**src/rtl/arb_pkg.sv**
```systemverilog
// ---------------------------------------------------------------------------
// arb_pkg
// Shared types and constants for the memory request arbiter and its helpers.
//   arb_state_t : controller state (IDLE waiting for a request, BUSY holding
//                 a latched access on the memory port)
//   arb_op_t    : kind of the latched access
//   ARB_MAX_CH  : largest supported number of request channels
// ---------------------------------------------------------------------------
package arb_pkg;

  localparam int ARB_MAX_CH = 8;

  typedef enum logic {
    IDLE,
    BUSY
  } arb_state_t;

  typedef enum logic {
    OP_READ,
    OP_WRITE
  } arb_op_t;

endpackage

```
**src/rtl/rr_picker.sv**
```systemverilog
// ---------------------------------------------------------------------------
// rr_picker
// Purely combinational winner selection over a request vector.
//   MODE = 0 : round-robin, first requester at or after ptr_i, wrapping
//   MODE = 1 : fixed priority, highest requesting index wins
// Ports:
//   req_i      [NCH]        request vector
//   ptr_i      [clog2(NCH)] round-robin start position (ignored in MODE 1)
//   found_o                 at least one request present
//   idx_o      [clog2(NCH)] winning channel index (0 when nothing found)
//   next_ptr_o [clog2(NCH)] idx_o + 1 wrapped modulo NCH
// ---------------------------------------------------------------------------
module rr_picker #(
  parameter int NCH  = 2,
  parameter int MODE = 0
) (
  input  logic [NCH-1:0]         req_i,
  input  logic [$clog2(NCH)-1:0] ptr_i,
  output logic                   found_o,
  output logic [$clog2(NCH)-1:0] idx_o,
  output logic [$clog2(NCH)-1:0] next_ptr_o
);

  localparam int PW = $clog2(NCH);

  logic [2*NCH-1:0] reqTwice;
  logic [NCH-1:0]   rotated;
  int               sum;

  // Rotating a doubled copy puts the channel at ptr_i into bit 0, so the
  // lowest set bit of 'rotated' is the round-robin winner's offset.
  assign reqTwice = {req_i, req_i};
  assign rotated  = NCH'(reqTwice >> ptr_i);

  // Winner search. Both loops overwrite on every hit, so the highest index
  // wins in fixed-priority mode and the descending scan leaves the smallest
  // offset in round-robin mode.
  always_comb begin
    found_o = 1'b0;
    idx_o   = '0;
    sum     = 0;
    if (MODE != 0) begin
      for (int i = 0; i < NCH; i++) begin
        if (req_i[i]) begin
          found_o = 1'b1;
          idx_o   = PW'(i);
        end
      end
    end else begin
      for (int k = NCH - 1; k >= 0; k--) begin
        if (rotated[k]) begin
          found_o = 1'b1;
          sum     = int'(ptr_i) + k;
        end
      end
      if (sum >= NCH) begin
        sum = sum - NCH;
      end
      idx_o = PW'(sum);
    end
    next_ptr_o = (idx_o == PW'(NCH - 1)) ? '0 : idx_o + PW'(1);
  end

endmodule

```
**src/rtl/mem_request_arbiter.sv**
```systemverilog
// ---------------------------------------------------------------------------
// mem_request_arbiter
// Arbitrates NCH memory-request channels onto one shared memory port.
// Channel 0 is imem, channel 1 is dmem, higher channels are coprocessor/DMA
// clients. The granted request is latched and held on the memory port until
// mem_ready, then a one-cycle hit with load data is returned to its owner.
// Ports:
//   CLK, nRST              clock, asynchronous active-low reset
//   req_ren/req_wen [NCH]  per-channel read/write request (both = write)
//   req_addr  [NCH*AW]     per-channel address, channel i at [i*AW +: AW]
//   req_store [NCH*DW]     per-channel write data
//   req_hit   [NCH]        one-hot completion strobe
//   req_load  [DW]         read data, valid with req_hit, 0 otherwise
//   mem_ren/mem_wen        memory enables, only while BUSY
//   mem_addr/mem_store     latched address/data, only while BUSY
//   mem_ready, mem_load    memory completion and read data
//   busy                   transaction in flight
//   grant_id               owner of the current transaction
// ---------------------------------------------------------------------------
module mem_request_arbiter #(
  parameter int NCH       = 2,
  parameter int AW        = 32,
  parameter int DW        = 32,
  parameter int PRIO_MODE = 1
) (
  input  logic                   CLK,
  input  logic                   nRST,
  input  logic [NCH-1:0]         req_ren,
  input  logic [NCH-1:0]         req_wen,
  input  logic [NCH*AW-1:0]      req_addr,
  input  logic [NCH*DW-1:0]      req_store,
  output logic [NCH-1:0]         req_hit,
  output logic [DW-1:0]          req_load,
  output logic                   mem_ren,
  output logic                   mem_wen,
  output logic [AW-1:0]          mem_addr,
  output logic [DW-1:0]          mem_store,
  input  logic                   mem_ready,
  input  logic [DW-1:0]          mem_load,
  output logic                   busy,
  output logic [$clog2(NCH)-1:0] grant_id
);

  import arb_pkg::*;

  localparam int GW = $clog2(NCH);

  if (NCH < 2 || NCH > ARB_MAX_CH) begin : g_badNch
    $error("mem_request_arbiter: NCH must lie in 2..8");
  end

  arb_state_t    state_q, state_d;
  arb_op_t       op_q, op_d;
  logic [GW-1:0] grant_q, grant_d;
  logic [GW-1:0] ptr_q, ptr_d;
  logic [AW-1:0] addr_q, addr_d;
  logic [DW-1:0] store_q, store_d;

  logic [NCH-1:0] reqAny;
  logic           pickFound;
  logic [GW-1:0]  pickIdx;
  logic [GW-1:0]  pickNext;

  assign reqAny   = req_ren | req_wen;
  assign grant_id = grant_q;

  rr_picker #(
    .NCH  (NCH),
    .MODE (PRIO_MODE)
  ) u_picker (
    .req_i      (reqAny),
    .ptr_i      (ptr_q),
    .found_o    (pickFound),
    .idx_o      (pickIdx),
    .next_ptr_o (pickNext)
  );

  // State and latched-request registers. Reset drops any in-flight access
  // and restarts the round-robin scan at channel 0.
  always_ff @(posedge CLK or negedge nRST) begin
    if (!nRST) begin
      state_q <= IDLE;
      op_q    <= OP_READ;
      grant_q <= '0;
      ptr_q   <= '0;
      addr_q  <= '0;
      store_q <= '0;
    end else begin
      state_q <= state_d;
      op_q    <= op_d;
      grant_q <= grant_d;
      ptr_q   <= ptr_d;
      addr_q  <= addr_d;
      store_q <= store_d;
    end
  end

  // Next-state and output logic. The memory port is fed only from the
  // latched registers, so channel inputs cannot disturb an access in flight.
  // In BUSY, mem_ready is tested before the owner's request so that a
  // completion arriving in the same cycle as an abort still issues the hit.
  always_comb begin
    state_d   = state_q;
    op_d      = op_q;
    grant_d   = grant_q;
    ptr_d     = ptr_q;
    addr_d    = addr_q;
    store_d   = store_q;
    mem_ren   = 1'b0;
    mem_wen   = 1'b0;
    mem_addr  = '0;
    mem_store = '0;
    req_hit   = '0;
    req_load  = '0;
    busy      = 1'b0;
    case (state_q)
      IDLE: begin
        if (pickFound) begin
          state_d = BUSY;
          grant_d = pickIdx;
          op_d    = req_wen[pickIdx] ? OP_WRITE : OP_READ;
          addr_d  = req_addr[pickIdx*AW +: AW];
          store_d = req_store[pickIdx*DW +: DW];
          if (PRIO_MODE == 0) begin
            ptr_d = pickNext;
          end
        end
      end
      BUSY: begin
        busy      = 1'b1;
        mem_ren   = (op_q == OP_READ);
        mem_wen   = (op_q == OP_WRITE);
        mem_addr  = addr_q;
        mem_store = store_q;
        if (mem_ready) begin
          req_hit[grant_q] = 1'b1;
          req_load         = mem_load;
          state_d          = IDLE;
        end else if (!reqAny[grant_q]) begin
          state_d = IDLE;
        end
      end
      default: begin
        state_d = IDLE;
      end
    endcase
  end

endmodule

```
**config.mk**
```make
export PLATFORM = sky130hd
export DESIGN_NAME = mem_request_arbiter
export DESIGN_NICKNAME = d
export VERILOG_FILES = /design/src/rtl/arb_pkg.sv /design/src/rtl/rr_picker.sv /design/src/rtl/mem_request_arbiter.sv
export SDC_FILE = /design/constraint.sdc
export NUM_CORES = 1
export LEC_CHECK = 0
export BUFFER_PORTS_ARGS = -buffer_cell sky130_fd_sc_hd__buf_2
export CAP_MARGIN = 20
export CELL_PAD_IN_SITES_DETAIL_PLACEMENT = 1
export CELL_PAD_IN_SITES_GLOBAL_PLACEMENT = 1
export CORE_ASPECT_RATIO = 1.1
export CORE_MARGIN = 1
export CORE_UTILIZATION = 31
export DETAILED_ROUTE_END_ITERATION = 10
export PLACE_DENSITY_LB_ADDON = 0.25
export SLEW_MARGIN = 20
export SYNTH_ARGS = -nofsm -noshare
export SYNTH_HDL_FRONTEND = slang
export SYNTH_HIERARCHICAL = 1
export SYNTH_SLANG_ARGS = --single-unit
```
**constraint.sdc**
```tcl
create_clock -name CLK -period 1.45 [get_ports CLK]
set_input_delay 0.2175 -clock CLK [delete_from_list [all_inputs] [get_ports CLK]]
set_output_delay 0.2175 -clock CLK [all_outputs]
set_load 0.01 [all_outputs]
```
==> impl_metrics.prom, run 1 <==
# TYPE chip_impl_metric gauge
chip_impl_info{name="tritoncts",value="done"} 1
chip_impl_metric{name="path_depth",unit=""} 6
chip_impl_info{name="timing.setup.critical_path_class",value="flop to flop"} 1
chip_impl_info{name="holdPathEnd",value="addr_q[14]$_DFFE_PN0P_"} 1
chip_impl_metric{name="synth.avg_cell_area",unit="µm²"} 12.3
chip_impl_info{name="rsz0062_at_grt",value="true"} 1
chip_impl_metric{name="min_period_over_period",unit="%"} 112
chip_impl_metric{name="setup_ws",unit="ns"} -0.170
chip_impl_metric{name="critPathArrivalTime",unit="ns"} 1.83
chip_impl_metric{name="synth_fp_nets",unit=""} 504
chip_impl_metric{name="fin_nets",unit=""} 788
chip_impl_metric{name="worst_slew_margin_rel",unit="%"} 60.0
chip_impl_metric{name="maxCapViolCount",unit=""} 0
chip_impl_metric{name="final_area",unit="µm²"} 7260
chip_impl_metric{name="drtPass1Iterations",unit=""} 4
chip_impl_metric{name="drt_iter0_markers",unit=""} 60
chip_impl_metric{name="drt_wl_total",unit="µm"} 15000
chip_impl_metric{name="worst-path-max-fanout",unit=""} 7
chip_impl_metric{name="die_area",unit="µm²"} 13900
chip_impl_metric{name="setup_viol_count_final",unit=""} 165
chip_impl_metric{name="vias_per_cell",unit=""} 4.79
chip_impl_metric{name="die-width",unit="µm"} 112
chip_impl_metric{name="critical-path-max-stage-delay",unit="ns"} 0.47
chip_impl_info{name="hold_path.startpoint",value="req_addr[14]"} 1
chip_impl_metric{name="synth-warning-count",unit=""} 6
chip_impl_info{name="worst_path_max_delay_cell",value="sky130_fd_sc_hd__dfrtp_2"} 1
chip_impl_metric{name="grt_pass1_wl",unit="µm"} 19600
chip_impl_info{name="critical_path.cell_chain",value="buf_12, nor2b_4, buf_12, buf_6, buf_12, mux2_4"} 1
chip_impl_metric{name="worst-r2r-cell-count",unit=""} 6
chip_impl_metric{name="floorplan.initialDensity",unit="%"} 31.6
chip_impl_info{name="cp-startpoint",value="state_q$_DFF_PN0_"} 1
chip_impl_metric{name="synth_area",unit="µm²"} 4160
chip_impl_info{name="hold_path.class",value="primary input to flop"} 1
chip_impl_metric{name="vias",unit=""} 3773
chip_impl_metric{name="cp_num_buf_inv",unit=""} 4
chip_impl_metric{name="dpl_cell_area",unit="µm²"} 5810
chip_impl_metric{name="timing.critical_path.required",unit="ns"} 1.66
chip_impl_info{name="critical_path.most_common_cell",value="sky130_fd_sc_hd__buf_12"} 1
chip_impl_metric{name="final.fill_count",unit=""} 1381
chip_impl_metric{name="clk_pin_slew",unit="ns"} 0.06
chip_impl_metric{name="placement_row_count",unit=""} 44
chip_impl_info{name="violations",value="negative setup slack"} 1
chip_impl_info{name="outcome",value="complete, but fails checks"} 1
chip_impl_metric{name="cts_inserted_buffers",unit=""} 9
chip_impl_metric{name="timing_max_transition_violations_final",unit=""} 0
chip_impl_info{name="reg2reg_to",value="store_q[26]$_DFFE_PN0P_"} 1
chip_impl_metric{name="tightest_slew",unit="ns"} 0.600
chip_impl_metric{name="routedWlPerCell",unit="µm"} 19.1
chip_impl_metric{name="power.ir.vdd_worst",unit="mV"} 0.931
chip_impl_info{name="setup.worst_path.start_class",value="flop"} 1
chip_impl_metric{name="skew",unit="ns"} 0.00617
chip_impl_metric{name="clock_tree.buffer_depth",unit=""} 2
chip_impl_metric{name="finalHoldWorstSlack",unit="ns"} 0.240
chip_impl_metric{name="synthesis.instances",unit=""} 337
chip_impl_metric{name="clkLatencyLatePin",unit="ns"} 0.33
chip_impl_metric{name="io-pin-count",unit=""} 269
chip_impl_metric{name="p_per_area",unit="nW/µm²"} 2180
chip_impl_metric{name="area_delta_synth_final",unit="%"} 74.7
chip_impl_metric{name="final-hold-violation-count",unit=""} 0
chip_impl_metric{name="groute.usage.overall",unit="%"} 18.5
chip_impl_metric{name="drt.antenna.violating_nets",unit=""} 0
chip_impl_metric{name="hold-path-cell-count",unit=""} 3
chip_impl_info{name="setup.worst_path.end_class",value="flop"} 1
chip_impl_metric{name="layout-drive-gt1-share",unit="%"} 81.3
chip_impl_metric{name="gr-total-overflow",unit=""} 0
chip_impl_info{name="critical_path.reg2reg.startpoint",value="state_q$_DFF_PN0_"} 1
chip_impl_info{name="critPathTopFamily",value="buffers and inverters"} 1
chip_impl_metric{name="placement.io_buffers",unit=""} 268
chip_impl_metric{name="static-leakage-power",unit="nW"} 3.95
chip_impl_metric{name="place.gp.congestion",unit=""} 0.686
chip_impl_metric{name="core_area",unit="µm²"} 13200
chip_impl_metric{name="hpwl_after_detailed_placement",unit="µm"} 9420
chip_impl_metric{name="die-height",unit="µm"} 123
chip_impl_metric{name="htreeDepth",unit=""} 3
chip_impl_metric{name="first_global_vias",unit=""} 3741
chip_impl_metric{name="post-route-drc-count",unit=""} 0
chip_impl_metric{name="n_antenna_cell",unit=""} 0
chip_impl_metric{name="maximum_number_of_pins_on_one_net_before_global_route_repair",unit=""} 68
chip_impl_metric{name="clock-sinks",unit=""} 67
chip_impl_metric{name="reg2reg_setup_slack",unit="ns"} -0.17
chip_impl_metric{name="antenna_found_initial",unit=""} 0
chip_impl_info{name="cts-root-buf",value="sky130_fd_sc_hd__clkbuf_16"} 1
chip_impl_metric{name="min_period",unit="ns"} 1.62
chip_impl_metric{name="maxClockFrequency",unit="GHz"} 0.617
==> worst reg2reg max path, stage by stage, from the launching register on <==
cell and delay (ns):
sky130_fd_sc_hd__dfrtp_2 0.47, sky130_fd_sc_hd__buf_12 0.16, sky130_fd_sc_hd__nor2b_4 0.17, sky130_fd_sc_hd__buf_12 0.16, sky130_fd_sc_hd__buf_6 0.11, sky130_fd_sc_hd__buf_12 0.13, sky130_fd_sc_hd__mux2_4 0.31
==> timing repair <==
action                                  CTS  global route
endpoints found under the setup margin  102           167
endpoints found under the hold margin    67             0
gates cloned                              3            14
setup buffers                             2             3
hold buffers                              1             0
resized for setup                        41           120
==> worst max-delay path by stage <==
stage                         endpoint  slack (ns)
2_1_floorplan   addr_q[25]$_DFFE_PN0P_       -0.05
3_3_place_gp    store_q[5]$_DFFE_PN0P_       -0.27
3_5_place_dp    store_q[5]$_DFFE_PN0P_       -0.32
4_1_cts                    mem_addr[8]       -0.16
5_1_grt        store_q[26]$_DFFE_PN0P_       -0.21
6_report       store_q[26]$_DFFE_PN0P_       -0.17
==> per-stage QoR <==
stage | cells | worst slack [ns] | utilization [%] | power (mW) | setup TNS, ns
6_report | 787 | -0.170 | 55.2 | 15.8 | -15.93
4_1_cts | 770 | -0.157 | 48.9 | 12.9 | -16.72
2_1_floorplan | 337 | -0.0527 | - | 7.23 | -2.05
3_3_place_gp | 748 | -0.271 | 44.1 | 9.25 | -13.42
3_5_place_dp | 748 | -0.325 | 44.1 | 9.40 | -15.29
5_1_grt | 787 | -0.206 | 55.2 | 16.6 | -23.48
==> layout make-up <==
cell class,count,area (µm²),share of cell area (%)
clock buffer,9,225,3.10
clock inverter,7,92.6,1.28
inverter,1,3.75,0.0517
multi-input combinational,240,2710,37.3
sequential,67,1680,23.1
tap,161,201,2.77
timing repair buffer,302,2350,32.4
==> flip-flops by register name, indices dropped and copies added, names as in the netlist <==
name,cells
op_q,1
grant_id,1
addr_q,32
state_q,1
store_q,32
==> layout by cell type, fill, tap and decap left out <==
cell / instances
sky130_fd_sc_hd__mux2_4: 104
sky130_fd_sc_hd__and3_4: 1
sky130_fd_sc_hd__buf_4: 7
sky130_fd_sc_hd__buf_8: 3
sky130_fd_sc_hd__nor2_1: 1
sky130_fd_sc_hd__buf_16: 4
sky130_fd_sc_hd__buf_12: 10
sky130_fd_sc_hd__or2_1: 1
sky130_fd_sc_hd__nor3b_1: 1
sky130_fd_sc_hd__dfrtp_2: 1
sky130_fd_sc_hd__o41ai_2: 1
sky130_fd_sc_hd__clkbuf_16: 19
sky130_fd_sc_hd__mux2_2: 27
sky130_fd_sc_hd__inv_1: 1
sky130_fd_sc_hd__or2_4: 2
sky130_fd_sc_hd__dfrtp_1: 66
sky130_fd_sc_hd__bufinv_16: 2
sky130_fd_sc_hd__and2_1: 12
sky130_fd_sc_hd__nor3_1: 1
sky130_fd_sc_hd__buf_2: 211
sky130_fd_sc_hd__nor2b_4: 1
sky130_fd_sc_hd__and3_1: 32
sky130_fd_sc_hd__nand2_2: 1
sky130_fd_sc_hd__nand2b_1: 1
sky130_fd_sc_hd__clkinv_2: 2
sky130_fd_sc_hd__nor2_2: 1
sky130_fd_sc_hd__dlygate4sd3_1: 1
sky130_fd_sc_hd__and2_4: 53
sky130_fd_sc_hd__buf_6: 56
sky130_fd_sc_hd__clkinvlp_4: 3
==> routing by layer <==
metal,vias up,global-route usage [%],share of wire [%]
met1,1837,20.0,38
met5,-,0,0
li1,1741,-,-
met4,0,7.25,1.8
met3,20,3.77,5.6
met2,175,35.7,55
==> report_power, final <==
part	internal [mW]	switching, mW	total (mW)
clock network	1.50	0.851	2.35
logic	6.40	3.63	10.0
registers	2.84	0.627	3.47
total	10.7	5.10	15.8
Power figures use the tool's default switching activity.
==> inputs of run 2 (changes only) <==
--- a/config.mk
+++ b/config.mk
@@ -7,13 +7,11 @@
 export LEC_CHECK = 0
 export BUFFER_PORTS_ARGS = -buffer_cell sky130_fd_sc_hd__buf_2
 export CAP_MARGIN = 20
-export CELL_PAD_IN_SITES_DETAIL_PLACEMENT = 1
-export CELL_PAD_IN_SITES_GLOBAL_PLACEMENT = 1
 export CORE_ASPECT_RATIO = 1.1
-export CORE_MARGIN = 1
-export CORE_UTILIZATION = 31
+export CORE_MARGIN = 4
+export CORE_UTILIZATION = 43
 export DETAILED_ROUTE_END_ITERATION = 10
-export PLACE_DENSITY_LB_ADDON = 0.25
+export PLACE_DENSITY = 0.81
 export SLEW_MARGIN = 20
 export SYNTH_ARGS = -nofsm -noshare
 export SYNTH_HDL_FRONTEND = slang
==> run 2 against run 1 <==
Compared with the run above:
- critical path depth fell by 2
- routed wire length shrank 5.9%
- register-to-register slack about the same
- largest cell class unchanged
- the flow still finishes with violations (negative setup slack)
- critical endpoint is now req_load[21]
- maximum frequency shrank 1.4%
- clock power is 35% lower
- clock skew rose by 0.0045 ns
==> impl_metrics.prom, run 2 (synthesized netlist as in run 1, its figures left out) <==
# TYPE chip_impl_metric gauge
chip_impl_info{name="outcome",value="complete, but fails checks"} 1
chip_impl_info{name="violations",value="negative setup slack"} 1
chip_impl_info{name="setup.worst_path.end_class",value="primary output"} 1
chip_impl_metric{name="power.ir.vdd_worst",unit="mV"} 0.931
chip_impl_metric{name="htreeDepth",unit=""} 3
chip_impl_metric{name="power.combinational.fraction",unit="%"} 63.3
chip_impl_metric{name="floorplan.initialDensity",unit="%"} 44.2
chip_impl_metric{name="critPathArrivalTime",unit="ns"} 1.42
chip_impl_metric{name="routedWlPerCell",unit="µm"} 19.0
chip_impl_info{name="setup.worst_path.start_class",value="flop"} 1
chip_impl_info{name="tritoncts",value="done"} 1
chip_impl_metric{name="tightest_slew",unit="ns"} 0.556
chip_impl_metric{name="timing.critical_path.required",unit="ns"} 1.23
chip_impl_metric{name="post-route-drc-count",unit=""} 0
chip_impl_info{name="mostFrequentLayoutCells",value="sky130_fd_sc_hd__buf_2, sky130_fd_sc_hd__mux2_4, sky130_fd_sc_hd__dfrtp_1, sky130_fd_sc_hd__mux2_2, sky130_fd_sc_hd__buf_6"} 1
chip_impl_metric{name="p_per_area",unit="nW/µm²"} 1970
chip_impl_metric{name="vias_per_cell",unit=""} 5.06
chip_impl_metric{name="hpwl_after_detailed_placement",unit="µm"} 9670
chip_impl_info{name="layout_commonest_cell",value="sky130_fd_sc_hd__buf_2"} 1
chip_impl_metric{name="setup-tns-final",unit="ns"} -18.44
chip_impl_metric{name="vias",unit=""} 3763
chip_impl_metric{name="gr-usage-met3",unit="%"} 5.66
chip_impl_metric{name="clkPwrFrac",unit="%"} 11.3
chip_impl_metric{name="place.gp.congestion",unit=""} 0.816
chip_impl_metric{name="worst-path-max-fanout",unit=""} 8
chip_impl_info{name="hold_path.class",value="primary input to flop"} 1
chip_impl_metric{name="clk_pin_slew",unit="ns"} 0.07
chip_impl_metric{name="maxCapViolCount",unit=""} 0
chip_impl_metric{name="gr-total-overflow",unit=""} 0
chip_impl_metric{name="clock-sinks",unit=""} 67
chip_impl_metric{name="antenna_found_initial",unit=""} 1
chip_impl_metric{name="io-pin-count",unit=""} 269
chip_impl_metric{name="area_delta_synth_final",unit="%"} 65.9
chip_impl_metric{name="drt_iter0_markers",unit=""} 72
chip_impl_metric{name="maxClockFrequency",unit="GHz"} 0.609
chip_impl_metric{name="p_switching",unit="mW"} 4.55
chip_impl_metric{name="maximum_number_of_pins_on_one_net_before_global_route_repair",unit=""} 68
chip_impl_metric{name="drt_wl_total",unit="µm"} 14100
chip_impl_metric{name="sequentialPowerShare",unit="%"} 25.4
chip_impl_metric{name="first_global_vias",unit=""} 3909
chip_impl_metric{name="die_area",unit="µm²"} 11300
chip_impl_metric{name="final-hold-violation-count",unit=""} 0
chip_impl_metric{name="switch_share",unit="%"} 33.5
chip_impl_metric{name="skew",unit="ns"} 0.0106
chip_impl_info{name="timing.setup.critical_path_class",value="flop to primary output"} 1
chip_impl_info{name="rsz0062_at_grt",value="true"} 1
chip_impl_info{name="grt_busiest_layer",value="met2"} 1
chip_impl_metric{name="finalPower",unit="mW"} 13.6
chip_impl_metric{name="grt_pass1_wl",unit="µm"} 19000
chip_impl_metric{name="core_area",unit="µm²"} 9400
chip_impl_metric{name="finalHoldWorstSlack",unit="ns"} 0.238
chip_impl_metric{name="layout-drive-gt1-share",unit="%"} 80.5
chip_impl_metric{name="clock_tree.buffer_depth",unit=""} 2
chip_impl_metric{name="die-height",unit="µm"} 111
chip_impl_metric{name="setup_ws",unit="ns"} -0.192
chip_impl_metric{name="clkLatencyLatePin",unit="ns"} 0.33
chip_impl_metric{name="cts_inserted_buffers",unit=""} 9
chip_impl_metric{name="drt.antenna.violating_nets",unit=""} 0
chip_impl_metric{name="min_period",unit="ns"} 1.64
chip_impl_metric{name="min_period_over_period",unit="%"} 113
chip_impl_metric{name="met2_usage",unit="%"} 43.0
chip_impl_metric{name="fin_nets",unit=""} 788
chip_impl_metric{name="static-leakage-power",unit="nW"} 3.65
chip_impl_metric{name="groute.usage.overall",unit="%"} 21.7
chip_impl_metric{name="placement.io_buffers",unit=""} 268
chip_impl_metric{name="drtPass1Iterations",unit=""} 4
chip_impl_metric{name="setup_viol_count_final",unit=""} 158
chip_impl_metric{name="timing_max_transition_violations_final",unit=""} 0
chip_impl_metric{name="cell_internal_pwr",unit="mW"} 9.03
chip_impl_metric{name="placement_row_count",unit=""} 37
chip_impl_metric{name="die-width",unit="µm"} 102
chip_impl_metric{name="met1_usage",unit="%"} 21.2
chip_impl_metric{name="worst_slew_margin_rel",unit="%"} 62.9
chip_impl_info{name="largest_registers",value="addr_q (32), store_q (32)"} 1
chip_impl_metric{name="finish.utilization",unit="%"} 73.4
chip_impl_info{name="cts-root-buf",value="sky130_fd_sc_hd__clkbuf_8"} 1
-- run 2: cell type report --
class | count | area [µm²]
Multi-Input combinational cell | 240 | 2630
Clock inverter | 4 | 50.0
Sequential cell | 67 | 1680
Inverter | 1 | 3.75
Fill cell | 626 | 2500
Antenna cell | 1 | 2.50
Timing Repair Buffer | 302 | 2240
Tap cell | 117 | 146
Clock buffer | 12 | 145
-- run 2: power by group through the flow --
stage,logic (mW),registers (mW),clock network (mW)
2_1_floorplan,4.04,3.19,0
3_5_place_dp,5.93,3.38,0
6_report,8.59,3.45,1.53
3_3_place_gp,5.73,3.35,0
4_1_cts,7.15,3.41,1.57
5_1_grt,9.07,3.56,1.67
-- run 2: what timing repair did --
item,4_1_cts,5_1_grt
pin swaps,0,1
hold endpoints to repair,67,0
setup buffers,3,4
hold buffers,1,0
gates resized for setup,61,63
setup endpoints to repair,100,166
cloned,3,9
-- run 2: final timing paths --
path | start | endpoint | slack, ns | cells past startpoint
worst max-delay path | state_q$_DFF_PN0_ | req_load[21] | -0.19 | 4
worst min-delay path | req_addr[53] | addr_q[21]$_DFFE_PN0P_ | 0.24 | 3
worst max register to register | state_q$_DFF_PN0_ | store_q[12]$_DFFE_PN0P_ | -0.18 | 6
worst min register to register | store_q[11]$_DFFE_PN0P_ | store_q[11]$_DFFE_PN0P_ | 0.51 | 1
max in group asynchronous | nRST | state_q$_DFF_PN0_ | 0.70 | 3
min in group asynchronous | nRST | addr_q[23]$_DFFE_PN0P_ | 0.41 | 3
-- run 2: routing by layer --
layer  wire, µm  vias to the layer above
met5          0                        -
met4        322                        0
met3       1070                       27
met2       7970                      171
met1       4790                     1833
li1           -                     1732
-- run 2: critical path: stages (launching register included) --
cell,delay [ns]
sky130_fd_sc_hd__dfrtp_2,0.48
sky130_fd_sc_hd__buf_6,0.16
sky130_fd_sc_hd__clkbuf_16,0.16
sky130_fd_sc_hd__and3_1,0.15
sky130_fd_sc_hd__buf_2,0.14
-- run 2: per-stage QoR --
step	area (µm²)	setup slack [ns]	cells
after global placement	5780	-0.146	707
after global routing	6900	-0.275	744
after floorplan	4350	-0.0527	337
after detailed placement	5780	-0.173	707
after CTS	6350	-0.167	730
final	6900	-0.192	744
